## config.mk

```make
export PLATFORM = sky130hd
export DESIGN_NAME = product_accumulator_flat
export DESIGN_NICKNAME = d
export VERILOG_FILES = /design/src/rtl/product_accumulator_if.sv /design/src/rtl/product_accumulator.sv /design/src/flat_wrapper.sv
export SDC_FILE = /design/constraint.sdc
export NUM_CORES = 1
export LEC_CHECK = 0
export BUFFER_PORTS_ARGS = -buffer_cell sky130_fd_sc_hd__buf_2
export CORE_MARGIN = 4
export CORE_UTILIZATION = 30
export DETAILED_ROUTE_END_ITERATION = 12
export HOLD_SLACK_MARGIN = 0.12
export PLACE_DENSITY = 0.52
export SETUP_SLACK_MARGIN = 0.3
export SKIP_LAST_GASP = 1
export SLEW_MARGIN = 40
export SYNTH_ARGS = -nofsm -noshare
export SYNTH_HDL_FRONTEND = slang
export SYNTH_SLANG_ARGS = --single-unit
```

## constraint.sdc

```tcl
create_clock -name Clk -period 2.6 [get_ports Clk]
set_input_delay 0.26 -clock Clk [delete_from_list [all_inputs] [get_ports Clk]]
set_output_delay 0.26 -clock Clk [all_outputs]
set_load 0.01 [all_outputs]
```

## src/rtl/product_accumulator_if.sv

```systemverilog
// ---------------------------------------------------------------------------
// product_accumulator_if : product-in / block-sum-out handshake bundle
// Rev 1.0
// ---------------------------------------------------------------------------
`default_nettype none

interface product_accumulator_if #(
  parameter int PRODUCT_WIDTH = 4,
  parameter int ACC_WIDTH     = 8
);
  logic                     Clear_In;
  logic [PRODUCT_WIDTH-1:0] Product_In;
  logic                     Product_Valid_In;
  logic                     Product_Ready_Out;
  logic [ACC_WIDTH-1:0]     Sum_Out;
  logic                     Sum_Valid_Out;
  logic                     Sum_Ready_In;
  logic                     Sum_Saturated_Out;
  logic [7:0]               Count_Out;

  modport slave (
    input  Clear_In, Product_In, Product_Valid_In, Sum_Ready_In,
    output Product_Ready_Out, Sum_Out, Sum_Valid_Out, Sum_Saturated_Out, Count_Out
  );

  modport master (
    output Clear_In, Product_In, Product_Valid_In, Sum_Ready_In,
    input  Product_Ready_Out, Sum_Out, Sum_Valid_Out, Sum_Saturated_Out, Count_Out
  );
endinterface

`default_nettype wire

```

## src/rtl/product_accumulator.sv

```systemverilog
// ---------------------------------------------------------------------------
// product_accumulator : saturating sum of each block of COUNT products
// Rev 1.0
// ---------------------------------------------------------------------------
`default_nettype none

module product_accumulator #(
  parameter int PRODUCT_WIDTH = 4,
  parameter int COUNT         = 4,
  parameter int ACC_WIDTH     = 8
) (
  input  logic                  Clk,
  input  logic                  Reset_n,
  product_accumulator_if.slave  bus
);

  localparam logic [0:0] ST_ACCUM = 1'b0;
  localparam logic [0:0] ST_HOLD  = 1'b1;
  localparam int         SUM_W    = ((ACC_WIDTH > PRODUCT_WIDTH) ? ACC_WIDTH : PRODUCT_WIDTH) + 1;
  localparam logic [7:0] LAST_IDX = 8'(COUNT - 1);

  logic [0:0]           state_q, state_d;
  logic [ACC_WIDTH-1:0] acc_q, acc_d;
  logic [7:0]           count_q, count_d;
  logic                 sat_q, sat_d;
  logic [ACC_WIDTH-1:0] sum_q, sum_d;
  logic                 sum_valid_q, sum_valid_d;
  logic                 sum_sat_q, sum_sat_d;

  logic [SUM_W-1:0]     w_sum_ext;
  logic                 w_overflow;
  logic [ACC_WIDTH-1:0] w_sum_sat;

  // Wide enough that neither operand is truncated before the overflow test
  assign w_sum_ext  = SUM_W'(acc_q) + SUM_W'(bus.Product_In);
  assign w_overflow = w_sum_ext > SUM_W'({ACC_WIDTH{1'b1}});
  assign w_sum_sat  = w_overflow ? {ACC_WIDTH{1'b1}} : w_sum_ext[ACC_WIDTH-1:0];

  always_comb begin
    state_d     = state_q;
    acc_d       = acc_q;
    count_d     = count_q;
    sat_d       = sat_q;
    sum_d       = sum_q;
    sum_valid_d = sum_valid_q;
    sum_sat_d   = sum_sat_q;

    if (bus.Clear_In) begin
      state_d     = ST_ACCUM;
      acc_d       = '0;
      count_d     = '0;
      sat_d       = 1'b0;
      sum_valid_d = 1'b0;
      sum_sat_d   = 1'b0;
    end else begin
      case (state_q)
        ST_ACCUM: begin
          if (bus.Product_Valid_In) begin
            if (count_q == LAST_IDX) begin
              sum_d       = w_sum_sat;
              sum_sat_d   = sat_q | w_overflow;
              sum_valid_d = 1'b1;
              acc_d       = '0;
              count_d     = '0;
              sat_d       = 1'b0;
              state_d     = ST_HOLD;
            end else begin
              acc_d   = w_sum_sat;
              count_d = count_q + 8'd1;
              sat_d   = sat_q | w_overflow;
            end
          end
        end
        ST_HOLD: begin
          // Sum_Out deliberately keeps its value after the handshake
          if (sum_valid_q && bus.Sum_Ready_In) begin
            sum_valid_d = 1'b0;
            state_d     = ST_ACCUM;
          end
        end
        default: state_d = ST_ACCUM;
      endcase
    end
  end

  always_ff @(posedge Clk or negedge Reset_n) begin
    if (!Reset_n) begin
      state_q     <= ST_ACCUM;
      acc_q       <= '0;
      count_q     <= '0;
      sat_q       <= 1'b0;
      sum_q       <= '0;
      sum_valid_q <= 1'b0;
      sum_sat_q   <= 1'b0;
    end else begin
      state_q     <= state_d;
      acc_q       <= acc_d;
      count_q     <= count_d;
      sat_q       <= sat_d;
      sum_q       <= sum_d;
      sum_valid_q <= sum_valid_d;
      sum_sat_q   <= sum_sat_d;
    end
  end

  assign bus.Product_Ready_Out = (state_q == ST_ACCUM);
  assign bus.Sum_Out           = sum_q;
  assign bus.Sum_Valid_Out     = sum_valid_q;
  assign bus.Sum_Saturated_Out = sum_sat_q;
  assign bus.Count_Out         = count_q;

endmodule

`default_nettype wire

```

## src/flat_wrapper.sv

```systemverilog
// flat-port wrapper written by rule: the top's interface ports become plain ports
module product_accumulator_flat 
#(
  parameter int PRODUCT_WIDTH = 4,
  parameter int COUNT         = 4,
  parameter int ACC_WIDTH     = 8
)
  (Clk, Reset_n, bus_Clear_In, bus_Product_In, bus_Product_Valid_In, bus_Sum_Ready_In, bus_Product_Ready_Out, bus_Sum_Out, bus_Sum_Valid_Out, bus_Sum_Saturated_Out, bus_Count_Out);
  product_accumulator_if #(.PRODUCT_WIDTH(PRODUCT_WIDTH), .ACC_WIDTH(ACC_WIDTH)) bus_i ();
  input  logic Clk;
  input  logic Reset_n;
  input wire logic [$bits(bus_i.Clear_In)-1:0] bus_Clear_In;
  input wire logic [$bits(bus_i.Product_In)-1:0] bus_Product_In;
  input wire logic [$bits(bus_i.Product_Valid_In)-1:0] bus_Product_Valid_In;
  input wire logic [$bits(bus_i.Sum_Ready_In)-1:0] bus_Sum_Ready_In;
  output wire logic [$bits(bus_i.Product_Ready_Out)-1:0] bus_Product_Ready_Out;
  output wire logic [$bits(bus_i.Sum_Out)-1:0] bus_Sum_Out;
  output wire logic [$bits(bus_i.Sum_Valid_Out)-1:0] bus_Sum_Valid_Out;
  output wire logic [$bits(bus_i.Sum_Saturated_Out)-1:0] bus_Sum_Saturated_Out;
  output wire logic [$bits(bus_i.Count_Out)-1:0] bus_Count_Out;
  assign bus_i.Clear_In = bus_Clear_In;
  assign bus_i.Product_In = bus_Product_In;
  assign bus_i.Product_Valid_In = bus_Product_Valid_In;
  assign bus_i.Sum_Ready_In = bus_Sum_Ready_In;
  assign bus_Product_Ready_Out = bus_i.Product_Ready_Out;
  assign bus_Sum_Out = bus_i.Sum_Out;
  assign bus_Sum_Valid_Out = bus_i.Sum_Valid_Out;
  assign bus_Sum_Saturated_Out = bus_i.Sum_Saturated_Out;
  assign bus_Count_Out = bus_i.Count_Out;
  product_accumulator #(.PRODUCT_WIDTH(PRODUCT_WIDTH), .COUNT(COUNT), .ACC_WIDTH(ACC_WIDTH)) u_core (.Clk(Clk), .Reset_n(Reset_n), .bus(bus_i));
endmodule
```

After elaboration in Yosys (flattened, before gate mapping)
Index checks and enable logic that the tools add are counted.
Cells by class
  equal/unequal tests: 5
  muxes and demuxes: 27
  order comparisons: 1
  bitwise logic cells: 3
  $add $sub $neg: 2
  reductions and logical operators: 7
Operators by type and width (count)
  $mux 8: 9
  $mux 1: 16
  $add 8x4->9: 1
  $gt 9x8->1 const B: 1
  $add 8x1->8 const B: 1
  $eq 8x2->1 const B: 1
  $ne 3x3->1 const B: 2
  $reduce_and 3->1: 2
  $pmux 1 s2: 2
  $reduce_and 4->1: 1
  $reduce_bool 2->1: 2
  $ne 3x2->1 const B: 1
  $ne 2x2->1 const B: 1
  $not 1->1: 2
  $reduce_and 2->1: 1
  $logic_and 1x1->1: 1
  $or 1x1->1: 1
Word-level totals
  input port bits: 9
  register bits: 28
  word-level logic and storage cells: 52
  output and inout port bits: 19

Longest topological paths before layout
Gate-level depths: netlist (run 1).
  depth after elaboration: 7
  mapped depth: 6
  depth with buffers taken out: 6

Least setup slack after synthesis (run 1)
OpenSTA, ideal clock, no wires.
  path kind: flip-flop to flip-flop
  start: register u_core.acc_q[0]
  end: register u_core.sum_q[3], in the netlist u_core.bus.Sum_Out[3]
  slack: 0.811 ns
  stages on the path, launching flop included: 7
  library setup time: 0.125 ns
  data required time: 2.475 ns
  buffers on the path: 0
  arrival time: 1.664 ns
  clock period less this slack: 1.789 ns
  path through: dfrtp_1 -> ha_1 -> fa_1 -> nand3_1 -> a21oi_2 -> o21bai_1 -> mux2_4
On the way
  word-level cells in the longest chain between the ends: 3
RTL lines
  from (decl): RTL line product_accumulator.sv:23  | logic [ACC_WIDTH-1:0] acc_q, acc_d;
  from (signal assigned): RTL line product_accumulator.sv:89  | acc_q <= '0;
  from (signal assigned): RTL line product_accumulator.sv:97  | acc_q <= acc_d;
  $add 8x4->9 *: RTL line product_accumulator.sv:35  | assign w_sum_ext = SUM_W'(acc_q) + SUM_W'(bus.Product_In);
  $gt 9x8->1: RTL line product_accumulator.sv:36  | assign w_overflow = w_sum_ext > SUM_W'({ACC_WIDTH{1'b1}});
  $mux 8 *: RTL line product_accumulator.sv:37  | assign w_sum_sat = w_overflow ? {ACC_WIDTH{1'b1}} : w_sum_ext[ACC_WIDTH-1:0];
  to (signal assigned): RTL line product_accumulator.sv:100  | sum_q <= sum_d;
  to (decl): RTL line product_accumulator.sv:26  | logic [ACC_WIDTH-1:0] sum_q, sum_d;
Mark *: on every way between the ends. The rest lies on a longest branch, timed or not.
A chain may end at the register's enable or synchronous reset.

Worst setup path after layout (run 1)
Ends and elaborated chain as after synthesis.

==> impl_metrics.csv, run 1 <==
group,metric,value,unit
die,fp.dieH,79.8,um
power,ir_drop,0.000437,V
yosys,ys_ff_latch,28,
detailed_routing,drc_errors,0,
layout,drive_gt1_share,26.0,%
sta,final.setup.tns,0,ns
sta,rsz0062_at_grt,"false",
sta,slew_headroom,56.5,%
layout,multiInputGateArea,798,um2
grt,grt_pass1_wl,5910,um
critical_path,cp.required,2.77,ns
yosys,synth_cells,149,
layout,syn_to_final_growth,17.9,%
grt,overflow,0,
yosys,ys_warn_count,0,
die,coreArea,4850,um2
layout,layout.area.seq,701,um2
grt,antenna_found_initial,0,
detailed_routing,wirelength,3600,um
layout,antennaDiodeCount,0,
critical_path,crit_arrival,2.14,ns
power,p_leak,0.856,nW
run_status,status,"finished clean",
yosys,avgSynthCellArea,10.4,um2
yosys,synth_top_cell_by_area,"dfrtp_1",
layout,fillCellCount,494,
critical_path,path_class,"flip-flop to flip-flop",
clock_network,cts_made_buffers,3,
grt,grt_max_degree,29,
clock_network,cts.sinks,28,
sta,slew_violations,0,
clock_network,cts_resized,0,
run,drv_cap,0,
critical_path,crit_end,"u_core.bus.Sum_Out[3]$_DFFE_PN0P_",
detailed_routing,drtIter0Drc,44,
clock_network,clk_pin_slew_worst_paths,0.10,ns
sta,max_clock_freq,0.507,GHz
layout,nets,193,
critical_path,rr_startpoint,"u_core.acc_q[0]$_DFFE_PN0P_",
die,die_x,79.8,um
sta,final-hold-violation-count,0,
critical_path,path_max_fanout,9,
yosys,syn_area,1550,um2
yosys,syn_nets,164,
clock_network,clk_latency,0.28,ns
sta,finalSetupViolations,0,
critical_path,startpoint,"u_core.acc_q[0]$_DFFE_PN0P_",
yosys,ys_top_cells_by_area,"dfrtp_1 45%, ha_1 4.0%, xor2_1 4.0%, nand2_1 3.4%, nor2_1 2.9%",
clock_network,cts_tree,"yes",
layout,layout_common_cells,"28 x dfrtp_1, 27 x buf_2, 14 x nand2_1, 12 x nor2_1",
detailed_routing,wl_per_cell,14.7,um
clock_network,cts_max_level,1,
layout,final_common_cell,"dfrtp_1",
die,die-area,6360,um2
clock_network,cts_buffer_depth,2,
critical_path,r2r_slack,0.63,ns
die,rows,25,
detailed_routing,ant_nets,0,
sta,finalCritPeriodShare,75.8,%
critical_path,critPathCaptureType,"flip-flop",
critical_path,r2r-end,"u_core.bus.Sum_Out[3]$_DFFE_PN0P_",
detailed_routing,vias,1259,
clock_network,cts_root_buf,"clkbuf_8",
yosys,yosysSeqAreaShare,45.3,%
power,p_total,0.000986,W
placement,dp_hpwl,2570,um
placement,gp_congestion,0.827,
grt,grt_pass1_vias,1213,
min_path,hold_path.class,"primary input to flip-flop",
power,p_per_area,541,nW/um2
sta,timing.final.crit_period,1.97,ns
sta,worst_slew_pin_slew,0.652,ns
die,pin_count,28,
yosys,synth_top_area_share,45.3,%
placement,port_buffers,27,
yosys,ys_types,47,
critical_path,startpoint_type,"flip-flop",
detailed_routing,vias_per_cell,5.16,
grt,grtUsageTotal,11.7,%
critical_path,ff2ff_path_depth,6,
detailed_routing,drtPass1Iterations,4,
die,initial_core_util,31.9,%
sta,fin_skew,0.00714,ns
==> power breakdown <==
group          switching (W)  total [W]  leakage (nW)  internal, W
clock network       0.000143   0.000349        0.0357     0.000206
logic              0.0000959   0.000159         0.435    0.0000636
registers          0.0000175   0.000477         0.385     0.000460
==> what timing repair did <==
action	in CTS	in global routing
setup buffers	0	0
hold buffers	1	0
hold endpoints to repair	28	0
==> worst min-delay path by stage <==
stage,start,to,slack (ns),depth (start not counted)
global placement,Reset_n,u_core.bus.Count_Out[7]$_DFFE_PN0P_,0.32,1
detailed placement,Reset_n,u_core.bus.Count_Out[7]$_DFFE_PN0P_,0.33,1
CTS,bus_Sum_Ready_In,u_core.bus.Sum_Valid_Out$_DFFE_PN0P_,0.19,2
floorplan,Reset_n,u_core.acc_q[0]$_DFFE_PN0P_,-0.04,0
global route,bus_Sum_Ready_In,u_core.bus.Sum_Valid_Out$_DFFE_PN0P_,0.19,2
finish,bus_Sum_Ready_In,u_core.bus.Sum_Valid_Out$_DFFE_PN0P_,0.19,2
==> registers in the layout, indices dropped and copies added, names as in the netlist <==
register and count:
u_core.bus.Sum_Valid_Out 1, u_core.bus.Sum_Saturated_Out 1, u_core.bus.Sum_Out 8, u_core.state_q 1, u_core.bus.Count_Out 8, u_core.acc_q 8
u_core.sat_q 1
==> metal layers <==
metal,vias to the layer above,GRT usage [%],routed length [um]
li1,601,-,-
met2,33,21.0,1810
met5,-,0,0
met1,623,14.4,1610
met3,2,2.82,160
met4,0,2.03,19
==> Yosys cell counts (all sizes together) <==
cell,number
a22oi,2
a311oi,1
o21bai,1
a211o,3
a21oi,9
nand2,14
o21a,1
a22o,2
a2111o,1
a31o,1
o22ai,1
o21ai,11
nor4,1
nor2b,1
o31ai,4
and3,2
a21o,2
nand4,3
a211oi,1
nor2,13
dfrtp,28
a31oi,2
o21ba,1
nand3,5
inv,6
xor2,7
mux2,1
a21bo,1
nor3b,4
fa,1
o211ai,3
clkbuf,2
buf,2
o2111ai,2
ha,5
a21boi,1
and4,1
and2,3
==> area by class of cell <==
class | instances | share of cell area [%]
clock buffers | 3 | 2.27
clock inverters | 1 | 1.65
inverters | 6 | 1.24
multi-input cells | 111 | 43.8
flip-flops and latches | 28 | 38.5
well taps | 67 | 4.60
repair buffers | 28 | 7.97
==> stage by stage <==
| stage | std cells | setup slack, ns | util, % | instance area (um2) | hold WS, ns |
|---|---|---|---|---|---|
| floorplan | 149 | 0.811 | - | 1550 | -0.0356 |
| global placement | 239 | 0.694 | 35.9 | 1740 | 0.317 |
| detailed placement | 239 | 0.648 | 35.9 | 1740 | 0.328 |
| CTS | 244 | 0.615 | 37.6 | 1820 | 0.186 |
| global route | 244 | 0.493 | 37.6 | 1820 | 0.189 |
| finish | 244 | 0.629 | 37.6 | 1820 | 0.189 |
==> kinds of logic (layout without fill, tap and decap cells) <==
family | after synthesis | after routing | share of synthesized area [%]
AO/OA/AOI/OAI | 50 | 50 | 23.5
AND/OR/NAND/NOR | 47 | 47 | 17.9
flip-flops | 28 | 28 | 45.3
buffers and inverters | 10 | 38 | 3.00
XOR/XNOR | 7 | 7 | 3.97
adder cells (fa/ha/maj) | 6 | 6 | 5.34
multiplexers | 1 | 1 | 0.971
==> worst max-delay path: stages (launching register included) <==
cell	delay, ns
dfrtp_1	0.39
ha_1	0.23
fa_1	0.40
nand3_1	0.18
a21oi_2	0.15
o21bai_1	0.22
mux2_4	0.28
Note: power is estimated with default switching activity, not from simulation.
==> inputs of run 2 (changes only) <==
--- a/config.mk
+++ b/config.mk
@@ -10,7 +10,7 @@
 export CORE_UTILIZATION = 30
 export DETAILED_ROUTE_END_ITERATION = 12
 export HOLD_SLACK_MARGIN = 0.12
-export PLACE_DENSITY = 0.52
+export PLACE_DENSITY = 0.54
 export SETUP_SLACK_MARGIN = 0.3
 export SKIP_LAST_GASP = 1
 export SLEW_MARGIN = 40
==> constraint.sdc (replaced) <==
create_clock -name Clk -period 1.78 [get_ports Clk]
set_input_delay 0.178 -clock Clk [delete_from_list [all_inputs] [get_ports Clk]]
set_output_delay 0.178 -clock Clk [all_outputs]
set_load 0.01 [all_outputs]
==> impl_metrics.csv, run 2 (synthesis gave the netlist of run 1 again) <==
group,metric,value,unit
die,die-area,6360,um2
clock_network,cts_tree,"yes",
grt,overflow,0,
layout,postLayoutCoreUtil,43.8,%
detailed_routing,vias,1315,
detailed_routing,drc_errors,0,
clock_network,cts_max_level,1,
layout,drive_gt1_share,42.3,%
layout,finalNonFillerCells,263,
die,rows,25,
detailed_routing,wirelength,3900,um
grt,antenna_found_initial,0,
sta,timing.final.crit_period,1.75,ns
critical_path,crit_arrival,1.92,ns
clock_network,cts.sinks,28,
sta,rsz0062_at_grt,"true",
placement,port_buffers,27,
layout,nets,213,
grt,grt_pass1_vias,1359,
placement,gp_congestion,0.865,
min_path,hold_path.class,"primary input to flip-flop",
sta,slew_headroom,56.9,%
clock_network,cts_root_buf,"clkbuf_8",
die,die_x,79.8,um
critical_path,cp.required,1.95,ns
grt,grt_pass1_wl,6290,um
detailed_routing,drtPass1Iterations,4,
detailed_routing,wl_per_cell,14.8,um
detailed_routing,ant_nets,0,
critical_path,path_class,"flip-flop to flip-flop",
sta,finalCritPeriodShare,98.4,%
clock_network,clk_latency,0.27,ns
sta,max_clock_freq,0.571,GHz
layout,layout_common_cells,"28 x buf_2, 28 x dfrtp_1, 14 x buf_4, 13 x nand2_1, 8 x nor2_1",
run,drv_cap,0,
placement,dp_hpwl,2720,um
sta,final-hold-violation-count,0,
grt,grtUsageTotal,12.4,%
run_status,status,"finished clean",
placement,placedCellCount,251,
detailed_routing,vias_per_cell,5.00,
critical_path,critPathCaptureType,"flip-flop",
sta,finalSetupViolations,0,
sta,worst_slew_pin_slew,0.647,ns
die,initial_core_util,31.9,%
sta,slew_violations,0,
clock_network,cts_made_buffers,3,
layout,fillCellCount,454,
power,p_leak,0.960,nW
die,fp.dieH,79.8,um
power,ir_drop,0.000457,V
die,coreArea,4850,um2
power,p_per_area,653,nW/um2
layout,antennaDiodeCount,0,
detailed_routing,drtIter0Drc,68,
sta,fin_skew,0.00328,ns
layout,syn_to_final_growth,37.3,%
clock_network,clk_pin_slew_worst_paths,0.10,ns
clock_network,cts_buffer_depth,2,
die,pin_count,28,
critical_path,startpoint_type,"flip-flop",
grt,grt_max_degree,29,
critical_path,path_max_fanout,4,
==> run 2: changes by cell type in the layout (fill, tap and decap cells not counted), moves of 3 or more <==
cell	before	now
ha_1	5	1
ha_4	0	3
buf_4	0	14
o21ai_0	7	2
o21ai_1	3	7
nor2_4	0	4
buf_6	0	3
nor2_1	12	8
==> run 2: per-stage QoR <==
step                      setup TNS (ns)  hold slack, ns  instance area [um2]  worst slack (ns)  total power, W
after floorplan                        0          -0.118                 1570             0.125        0.000862
after global placement                 0           0.235                 1860            0.0820        0.000962
after detailed placement               0           0.244                 1860            0.0210        0.000967
after CTS                              0           0.309                 2040           0.00812         0.00136
after global routing             -0.0644           0.333                 2120           -0.0247         0.00146
final                                  0           0.309                 2120            0.0283         0.00139
==> run 2: worst max-delay path, stage by stage, from the launching register on <==
cell and delay, ns:
dfrtp_1 0.44, ha_4 0.18, fa_2 0.37, nand3_4 0.13
a21oi_4 0.08, o21bai_4 0.18, mux2_4 0.27
==> run 2: layer usage <==
layer  wire, um  up-vias  GRT usage [%]  share of wire, %
li1           -      642              -                 -
met1       1720      646           16.1                44
met5          0        -              0                 0
met4         15        0           2.53              0.39
met3        158        2           1.69               4.1
met2       2010       25           22.0                51
==> run 2: layout make-up <==
cell class	count	area [um2]	area share, %
Clock buffer	3	41.3	1.95
Tap cell	67	83.8	3.95
Multi-Input combinational cell	111	960	45.2
Sequential cell	28	701	33.0
Timing Repair Buffer	48	314	14.8
Inverter	6	22.5	1.06
==> run 2: timing repair <==
item                       4_1_cts  5_1_grt
setup endpoints to repair       25       27
hold buffers                     2        0
hold endpoints to repair        29        0
buffers inserted                 4        2
cloned                           0        1
gates resized for setup         21       15
pin swaps                        8       10
==> run 2: worst paths after layout <==
kind                                                   start                                   end  slack (ns)  depth (start not counted)
max                              u_core.acc_q[0]$_DFFE_PN0P_     u_core.bus.Sum_Out[3]$_DFFE_PN0P_        0.03                          6
min                                             bus_Clear_In  u_core.bus.Sum_Valid_Out$_DFFE_PN0P_        0.31                          4
max reg2reg                      u_core.acc_q[0]$_DFFE_PN0P_     u_core.bus.Sum_Out[3]$_DFFE_PN0P_        0.03                          6
min reg2reg                u_core.bus.Sum_Out[4]$_DFFE_PN0P_     u_core.bus.Sum_Out[4]$_DFFE_PN0P_        0.49                          2
max in group asynchronous                            Reset_n              u_core.sat_q$_DFFE_PN0P_        0.90                          2
min in group asynchronous                            Reset_n   u_core.bus.Count_Out[7]$_DFFE_PN0P_        0.47                          2
==> run 2: report_power, final <==
part | internal (W) | switching [W]
combinational | 0.000161 | 0.000176
sequential | 0.000671 | 0.0000272
clock | 0.000152 | 0.000199
total | 0.000984 | 0.000402
